==> config.mk <==
export PLATFORM = sky130hd
export DESIGN_NAME = spi_alu_slave
export DESIGN_NICKNAME = d
export VERILOG_FILES = /design/src/rtl/spi_alu_slave.sv
export SDC_FILE = /design/constraint.sdc
export NUM_CORES = 1
export LEC_CHECK = 0
export CAP_MARGIN = 10
export CORE_UTILIZATION = 51
export CTS_BUF_LIST = sky130_fd_sc_hd__clkbuf_16
export CTS_CLUSTER_SIZE = 25
export DETAILED_ROUTE_END_ITERATION = 8
export HOLD_SLACK_MARGIN = 0.05
export PLACE_DENSITY = 0.74
export SLEW_MARGIN = 20
export SYNTH_ARGS = -nofsm -noshare
export SYNTH_HDL_FRONTEND = slang
export SYNTH_SLANG_ARGS = --single-unit
==> constraint.sdc <==
create_clock -name clock -period 6 [get_ports clock]
set_input_delay 0.9 -clock clock [delete_from_list [all_inputs] [get_ports clock]]
set_output_delay 0.9 -clock clock [all_outputs]
set_load 0.05 [all_outputs]
==> src/rtl/spi_alu_slave.sv <==
// ----------------------------------------------------------------------------
// spi_alu_slave : SPI command responder with a 4-op ALU on the system clock
// Revision 1.0  : initial release
// ----------------------------------------------------------------------------
`default_nettype none

module spi_alu_slave #(
  parameter int DATA_W = 32,
  parameter int CNT_W  = 16
) (
  input  logic              clock,
  input  logic              reset,
  input  logic              nss,
  input  logic              mosi,
  output logic              miso,
  output logic              busy,
  output logic [DATA_W-1:0] result,
  output logic              result_valid,
  output logic              frame_err,
  output logic [CNT_W-1:0]  frames_done
);

  localparam int FRAME_W = 2 + 2 * DATA_W;
  localparam int RXC_W   = $clog2(FRAME_W);
  localparam int TXC_W   = $clog2(DATA_W);
  localparam logic [RXC_W-1:0] C_RX_LAST = RXC_W'(FRAME_W - 1);
  localparam logic [TXC_W-1:0] C_TX_LAST = TXC_W'(DATA_W - 1);

  typedef enum logic [2:0] {
    S_IDLE = 3'd0,
    S_RX   = 3'd1,
    S_CALC = 3'd2,
    S_ARM  = 3'd3,
    S_RESP = 3'd4
  } state_t;

  state_t              r_state;
  logic [RXC_W-1:0]    r_rx_cnt;
  logic [TXC_W-1:0]    r_tx_cnt;
  logic [FRAME_W-1:0]  r_rx_shreg;
  logic [DATA_W-1:0]   r_tx_shreg;

  logic [1:0]          w_opcode;
  logic [DATA_W-1:0]   w_opa;
  logic [DATA_W-1:0]   w_opb;
  logic [DATA_W-1:0]   w_alu;

  // In CALC the receive register already holds the complete frame
  assign w_opcode = r_rx_shreg[FRAME_W-1 -: 2];
  assign w_opa    = r_rx_shreg[2*DATA_W-1 -: DATA_W];
  assign w_opb    = r_rx_shreg[DATA_W-1:0];

  always_comb begin
    w_alu = '0;
    case (w_opcode)
      2'b00:   w_alu = w_opa + w_opb;
      2'b01:   w_alu = w_opa - w_opb;
      2'b10:   w_alu = w_opa & w_opb;
      default: w_alu = w_opa | w_opb;
    endcase
  end

  assign miso = ((r_state == S_ARM) || (r_state == S_RESP)) ? r_tx_shreg[DATA_W-1] : 1'b0;
  assign busy = !((r_state == S_IDLE) || ((r_state == S_RX) && (r_rx_cnt == '0)));

  always_ff @(posedge clock or negedge reset) begin
    if (!reset) begin
      r_state      <= S_IDLE;
      r_rx_cnt     <= '0;
      r_tx_cnt     <= '0;
      r_rx_shreg   <= '0;
      r_tx_shreg   <= '0;
      result       <= '0;
      result_valid <= 1'b0;
      frame_err    <= 1'b0;
      frames_done  <= '0;
    end else begin
      result_valid <= 1'b0;
      frame_err    <= 1'b0;
      case (r_state)
        S_IDLE: begin
          if (nss) r_state <= S_RX;
        end
        S_RX: begin
          if (!nss) begin
            r_rx_shreg <= {r_rx_shreg[FRAME_W-2:0], mosi};
            if (r_rx_cnt == C_RX_LAST) begin
              r_rx_cnt     <= '0;
              result_valid <= 1'b1;
              r_state      <= S_CALC;
            end else begin
              r_rx_cnt <= r_rx_cnt + RXC_W'(1);
            end
          end else if (r_rx_cnt != '0) begin
            frame_err <= 1'b1;
            r_rx_cnt  <= '0;
          end
        end
        S_CALC: begin
          result     <= w_alu;
          r_tx_shreg <= w_alu;
          r_tx_cnt   <= '0;
          r_state    <= S_ARM;
        end
        S_ARM: begin
          if (nss) r_state <= S_RESP;
        end
        S_RESP: begin
          if (!nss) begin
            r_tx_shreg <= {r_tx_shreg[DATA_W-2:0], 1'b0};
            if (r_tx_cnt == C_TX_LAST) begin
              r_tx_cnt    <= '0;
              frames_done <= frames_done + CNT_W'(1);
              r_state     <= S_IDLE;
            end else begin
              r_tx_cnt <= r_tx_cnt + TXC_W'(1);
            end
          end else if (r_tx_cnt != '0) begin
            frame_err <= 1'b1;
            r_tx_cnt  <= '0;
            r_state   <= S_IDLE;
          end
        end
        default: r_state <= S_IDLE;
      endcase
    end
  end

endmodule

`default_nettype wire

# Word level (Yosys, flattened, before mapping)
# Index checks and enable logic that the tools add are counted.
[word_totals] register_bits=163 in_bits=4 out_inout_bits=52 word_cells=76
[classes] add_sub_neg=5 n_eq_ne=16 n_mux=27 bitwise_logic=3 n_reduce_logical=16
[ops] op="one-hot mux 32 bit (3 select lines)" count=1
[ops] op="one-hot mux 32 bit (2 select lines)" count=1
[ops] op="adder 32 bit" count=1
[ops] op="bitwise AND 32 bit" count=1
[ops] op="two-way mux 32 bit" count=1
[ops] op="OR 32 bit" count=1
[ops] op="subtractor 32 bit" count=1
[ops] op="two-way mux 3 bit" count=7
[ops] op="two-way mux 7 bit" count=3
[ops] op="adder 16 x 1 -> 16 bit (second input constant)" count=1
[ops] op="two-way mux 5 bit" count=3
[ops] op="one-hot mux 3 bit (5 select lines)" count=1
[ops] op="one-hot mux 5 bit (2 select lines)" count=1
[ops] op="two-way mux 1 bit" count=8
[ops] op="!= test 2 bit (second input constant)" count=4
[ops] op="AND reduction 2 bit" count=4
[ops] op="adder 7 x 1 -> 7 bit (second input constant)" count=1
[ops] op="== test 7 bit (second input constant)" count=1
[ops] op="zero test 7 bit" count=1
[ops] op="nonzero test 7 bit" count=1
[ops] op="== test 3 x 2 -> 1 bit (second input constant)" count=2
[ops] op="!= test 3 x 2 -> 1 bit (second input constant)" count=2
[ops] op="AND reduction 6 bit" count=1
[ops] op="adder 5 x 1 -> 5 bit (second input constant)" count=1
[ops] op="other kinds (16)" count=18

# Longest topological paths before layout
[depth] depth_word=4 mapped_depth=20 mapped_depth_nobuf=19

# Worst setup path before layout
# Ideal clock, no wire load.
[synth_path] kind="reg2reg" from="register r_rx_shreg[3]" to="register r_tx_shreg[30]" setup_ns=0.124 arrival_ns=4.402 required_time_ns=5.876 slack_ns=1.474 path_stages_with_launch=19 n_path_buf=1 synth_period_minus_slack_ns=4.526 path_cell_list="dfrtp_1 buf_6 or3_1 or3b_1 or2_1 or4_1 or2_4 nor4_4 nor2_1 xnor2_1 ha_1 nand2_1 o211ai_1 a211oi_1 o21ai_0 or4_1 a41oi_1 nor2_1 a211o_1"
[synth_between] elab_chain_len=3 elab_cells_between_ends=4 classes_between="add/sub: 2; mux: 2"
[synth_rtl] item="start: declaration" line_no="40" text="logic [FRAME_W-1:0] r_rx_shreg;"
[synth_rtl] item="start signal: assignment" line_no="86" text="r_rx_shreg <= {r_rx_shreg[FRAME_W-2:0], mosi};"
[synth_rtl] item="subtractor 32 bit or adder 32 bit (tied branches)" line_no="57, 56"
[synth_rtl] item="one-hot mux 32 bit (3 select lines) (*)" line_no="55" text="case (w_opcode)"
[synth_rtl] item="one-hot mux 32 bit (2 select lines) (*)" line_no="80" text="case (r_state)"
[synth_rtl] item="end signal: assignment" line_no="101" text="r_tx_shreg <= w_alu;"
[synth_rtl] item="end signal: assignment" line_no="110" text="r_tx_shreg <= {r_tx_shreg[DATA_W-2:0], 1'b0};"
[synth_rtl] item="end: declaration" line_no="41" text="logic [DATA_W-1:0] r_tx_shreg;"
# Every way passes the cells marked *; elsewhere a longest branch is shown, timed or not.
# A chain may end at the register's enable or synchronous reset.

# Worst setup path after layout
# Ends and elaborated chain as after synthesis.

==> qor.yml <==
cap_violations: 0
maxSlewViolCount: 0
worstSetupStartpointType: "register"
power_switching_mw: 2.397
routabilityCongestion: 0.9481
top_usage_layer: "met1"
grt.total_usage_pct: 23.44
muxShareOfSynthArea_pct: 8.686
dieArea_um2: 19790
leakage_nw: 5.174
post-route-period-util_pct: 83.28
finalSetupViolations: 0
max-slew-margin-rel_pct: 38.43
hold_end: "result[9]$_DFFE_PN0P_"
fin_cells: 1331
synth_most_common_cell: "dfrtp_1"
synth_area_um2: 9809
cp_max_fo: 11
io_pins: 56
drive_above_1_share_pct: 10.85
r2r_end: "r_tx_shreg[30]$_DFFE_PN0P_"
power_frac_seq_pct: 30.4
clock_latency_ns: 0.43
r2r_slack_ns: 1.00
port_buffers: 55
p_clk_share_pct: 19.8
antenna_left: 0
synthToLayoutAreaGrowth_pct: 13.04
synth_xor_area_share_pct: 5.982
dr.pass1.iters: 5
internal-power_mw: 3.048
yosys.area_share.adder_pct: 7.474
synth_edf_count: 0
synthDistinctLibCells: 64
synth_top_family_by_area: "compound AO/OA/AOI/OAI gates"
grt_max_degree: 115
grtUsageMet1_pct: 36.78
cp-end-kind: "register"
swShare_pct: 44.02
totalWireLength_um: 22550
die-width_um: 140.7
n_antenna_cell: 0
hold_viol: 0
clkSinkCount: 163
numCtsBuffers: 17
row_count: 50
rsz0062_at_grt: "no"
fin_setup_tns_ns: 0
yosysTopAreaCell: "dfrtp_1"
async_flop_share_pct: 100.0
start_util_pct: 52.27
post-place-cells: 1299
synth_seq_area_share_pct: 41.58
synth_common_cells: "dfrtp_1, nand2_1, o21ai_0"
hp-class: "register to register"
status: "finished, final reports clean"
crit_type: "register to register"
synth-main-ff-cell: "dfrtp_1"
yosys_warnings: 0
ys_top_cells_by_area: "dfrtp_1, mux2_2, ha_1, o21ai_0, nand2_1"
worst_pin_slew_ns: 0.9235
synth_top_area_share_pct: 41.58
reg2regPathDepth: 17
skew_ns: 0.008629
vdd_drop_max_mv: 0.2714
fp.dieH_um: 140.7
drt-vias-per-instance: 5.935
cts_buffer_depth: 2
first_global_vias: 7101
wl_per_cell_um: 16.94
syn_nets: 1107
clock-root-buffer: "clkbuf_16"
antenna_found_initial: 0
fmax_ghz: 0.2001
via_count: 7900
gr-total-overflow: 0
fin_nets: 1130
syn_area_per_cell_um2: 9.245
hpwl_um: 15870
p_comb_share_pct: 49.8
core_region_area_um2: 18770
worstPathArrival_ns: 5.31
drt_drc_violations_left: 0
grtUsageMet2_pct: 33.36
cts_setup_buffers: 0
layout_min_cycle_time_ns: 4.997
drt-initial-drc-count: 754
grt_pass1_wl_um: 37100
required_ns: 6.32
synth-seq-cells: 163
use_met3_pct: 3.668
synth_compound_area_share_pct: 16.90
cts_resized: 0
synth_cells: 1061
synthSimpleGateAreaFrac_pct: 15.97
whs_path_depth: 2
cts_tree: "done"
h-tree-depth: 4
hp-start: "result[9]$_DFFE_PN0P_"
clkTransAtPathRegs_ns: 0.07
cellPowerDensity_nw_per_um2: 491.0
critical_path.reg2reg.startpoint: "r_rx_shreg[3]$_DFFE_PN0P_"
ctsHoldBuffers: 0
[kinds of logic after synthesis]
logic type | after synthesis
AND/OR/NAND/NOR | 331
buffers and inverters | 85
XOR/XNOR | 67
adder cells (fa/ha/maj) | 62
flip-flops | 163
AO/OA/AOI/OAI | 276
multiplexers | 77
[metal layers]
metal	share of wire, %	vias to the layer above
met5	0	-
met4	1.3	0
met3	5.1	15
met2	42	244
met1	52	3807
li1	-	3834
[worst max path at each step]
stage / end / startpoint / cells past startpoint / slack, ns
after floorplan: r_tx_shreg[30]$_DFFE_PN0P_ / r_rx_shreg[3]$_DFFE_PN0P_ / 18 / 1.47
after global placement: r_tx_shreg[30]$_DFFE_PN0P_ / r_rx_shreg[3]$_DFFE_PN0P_ / 17 / 1.14
after detailed placement: r_tx_shreg[30]$_DFFE_PN0P_ / r_rx_shreg[3]$_DFFE_PN0P_ / 17 / 1.02
after CTS: r_tx_shreg[30]$_DFFE_PN0P_ / r_rx_shreg[3]$_DFFE_PN0P_ / 17 / 1.01
after global routing: r_tx_shreg[30]$_DFFE_PN0P_ / r_rx_shreg[3]$_DFFE_PN0P_ / 18 / 0.68
final: r_tx_shreg[30]$_DFFE_PN0P_ / r_rx_shreg[3]$_DFFE_PN0P_ / 17 / 1.00
[critical path: stages, from the launching register on]
cell,delay [ns]
dfrtp_1,0.46
or3_1,0.38
or3b_1,0.40
or2_1,0.24
or4_1,0.42
or2_4,0.27
nor4_4,0.33
nor2_1,0.09
xnor2_1,0.13
ha_1,0.40
nand2_1,0.10
o211ai_1,0.14
a211oi_1,0.24
o21ai_0,0.22
or4_1,0.54
a41oi_1,0.21
nor2_1,0.07
a211o_1,0.24
[per-stage QoR]
stage	area [um^2]	power, mW	hold slack (ns)	util [%]	worst slack (ns)
floorplan	9809	3.638	0.4426	-	1.474
global placement	10510	4.272	0.4530	55.98	1.137
detailed placement	10510	4.338	0.4605	55.98	1.022
CTS	11090	5.445	0.4739	59.07	1.008
global route	11090	5.822	0.4907	59.08	0.6758
finish	11090	5.444	0.4713	59.08	1.003
[power groups by stage]
stage | Combinational (mW) | Clock, mW | Sequential, mW
after floorplan | 1.78 | 0 | 1.86
after global placement | 2.62 | 0 | 1.65
after detailed placement | 2.67 | 0 | 1.67
after CTS | 2.70 | 1.09 | 1.65
after global routing | 2.99 | 1.14 | 1.69
final | 2.71 | 1.08 | 1.65
[registers in the layout (all words and copies together) (netlist names)]
register      flops
r_rx_shreg       66
r_tx_shreg       32
result           32
frames_done      16
r_rx_cnt          7
r_tx_cnt          5
r_state           3
frame_err         1
result_valid      1
[area by class of cell]
class | instances | area, um^2
clock buffers | 17 | 425.4
repair buffers | 67 | 644.4
flip-flops and latches | 163 | 4079
fillers | 1557 | 7680
inverters | 22 | 82.58
well taps | 234 | 292.8
multi-input cells | 813 | 5410
clock inverters | 15 | 153.9
[placed cells by master (no fill, tap or decap), types with 17 or more instances in the layout]
| cell type | netlist | final |
|---|---|---|
| dfrtp_1 | 163 | 163 |
| nand2_1 | 114 | 114 |
| o21ai_0 | 91 | 91 |
| nor2_1 | 84 | 84 |
| a21oi_1 | 84 | 84 |
| mux2_2 | 65 | 65 |
| clkdlybuf4s50_1 | 0 | 54 |
| ha_1 | 41 | 41 |
| xnor2_1 | 39 | 39 |
| xor2_1 | 28 | 28 |
| nand3_1 | 28 | 28 |
| inv_1 | 22 | 22 |
| a21o_1 | 21 | 21 |
| maj3_1 | 20 | 20 |
| and3_1 | 17 | 17 |
| clkbuf_16 | 0 | 17 |
(Power assumes the default switching activity.)
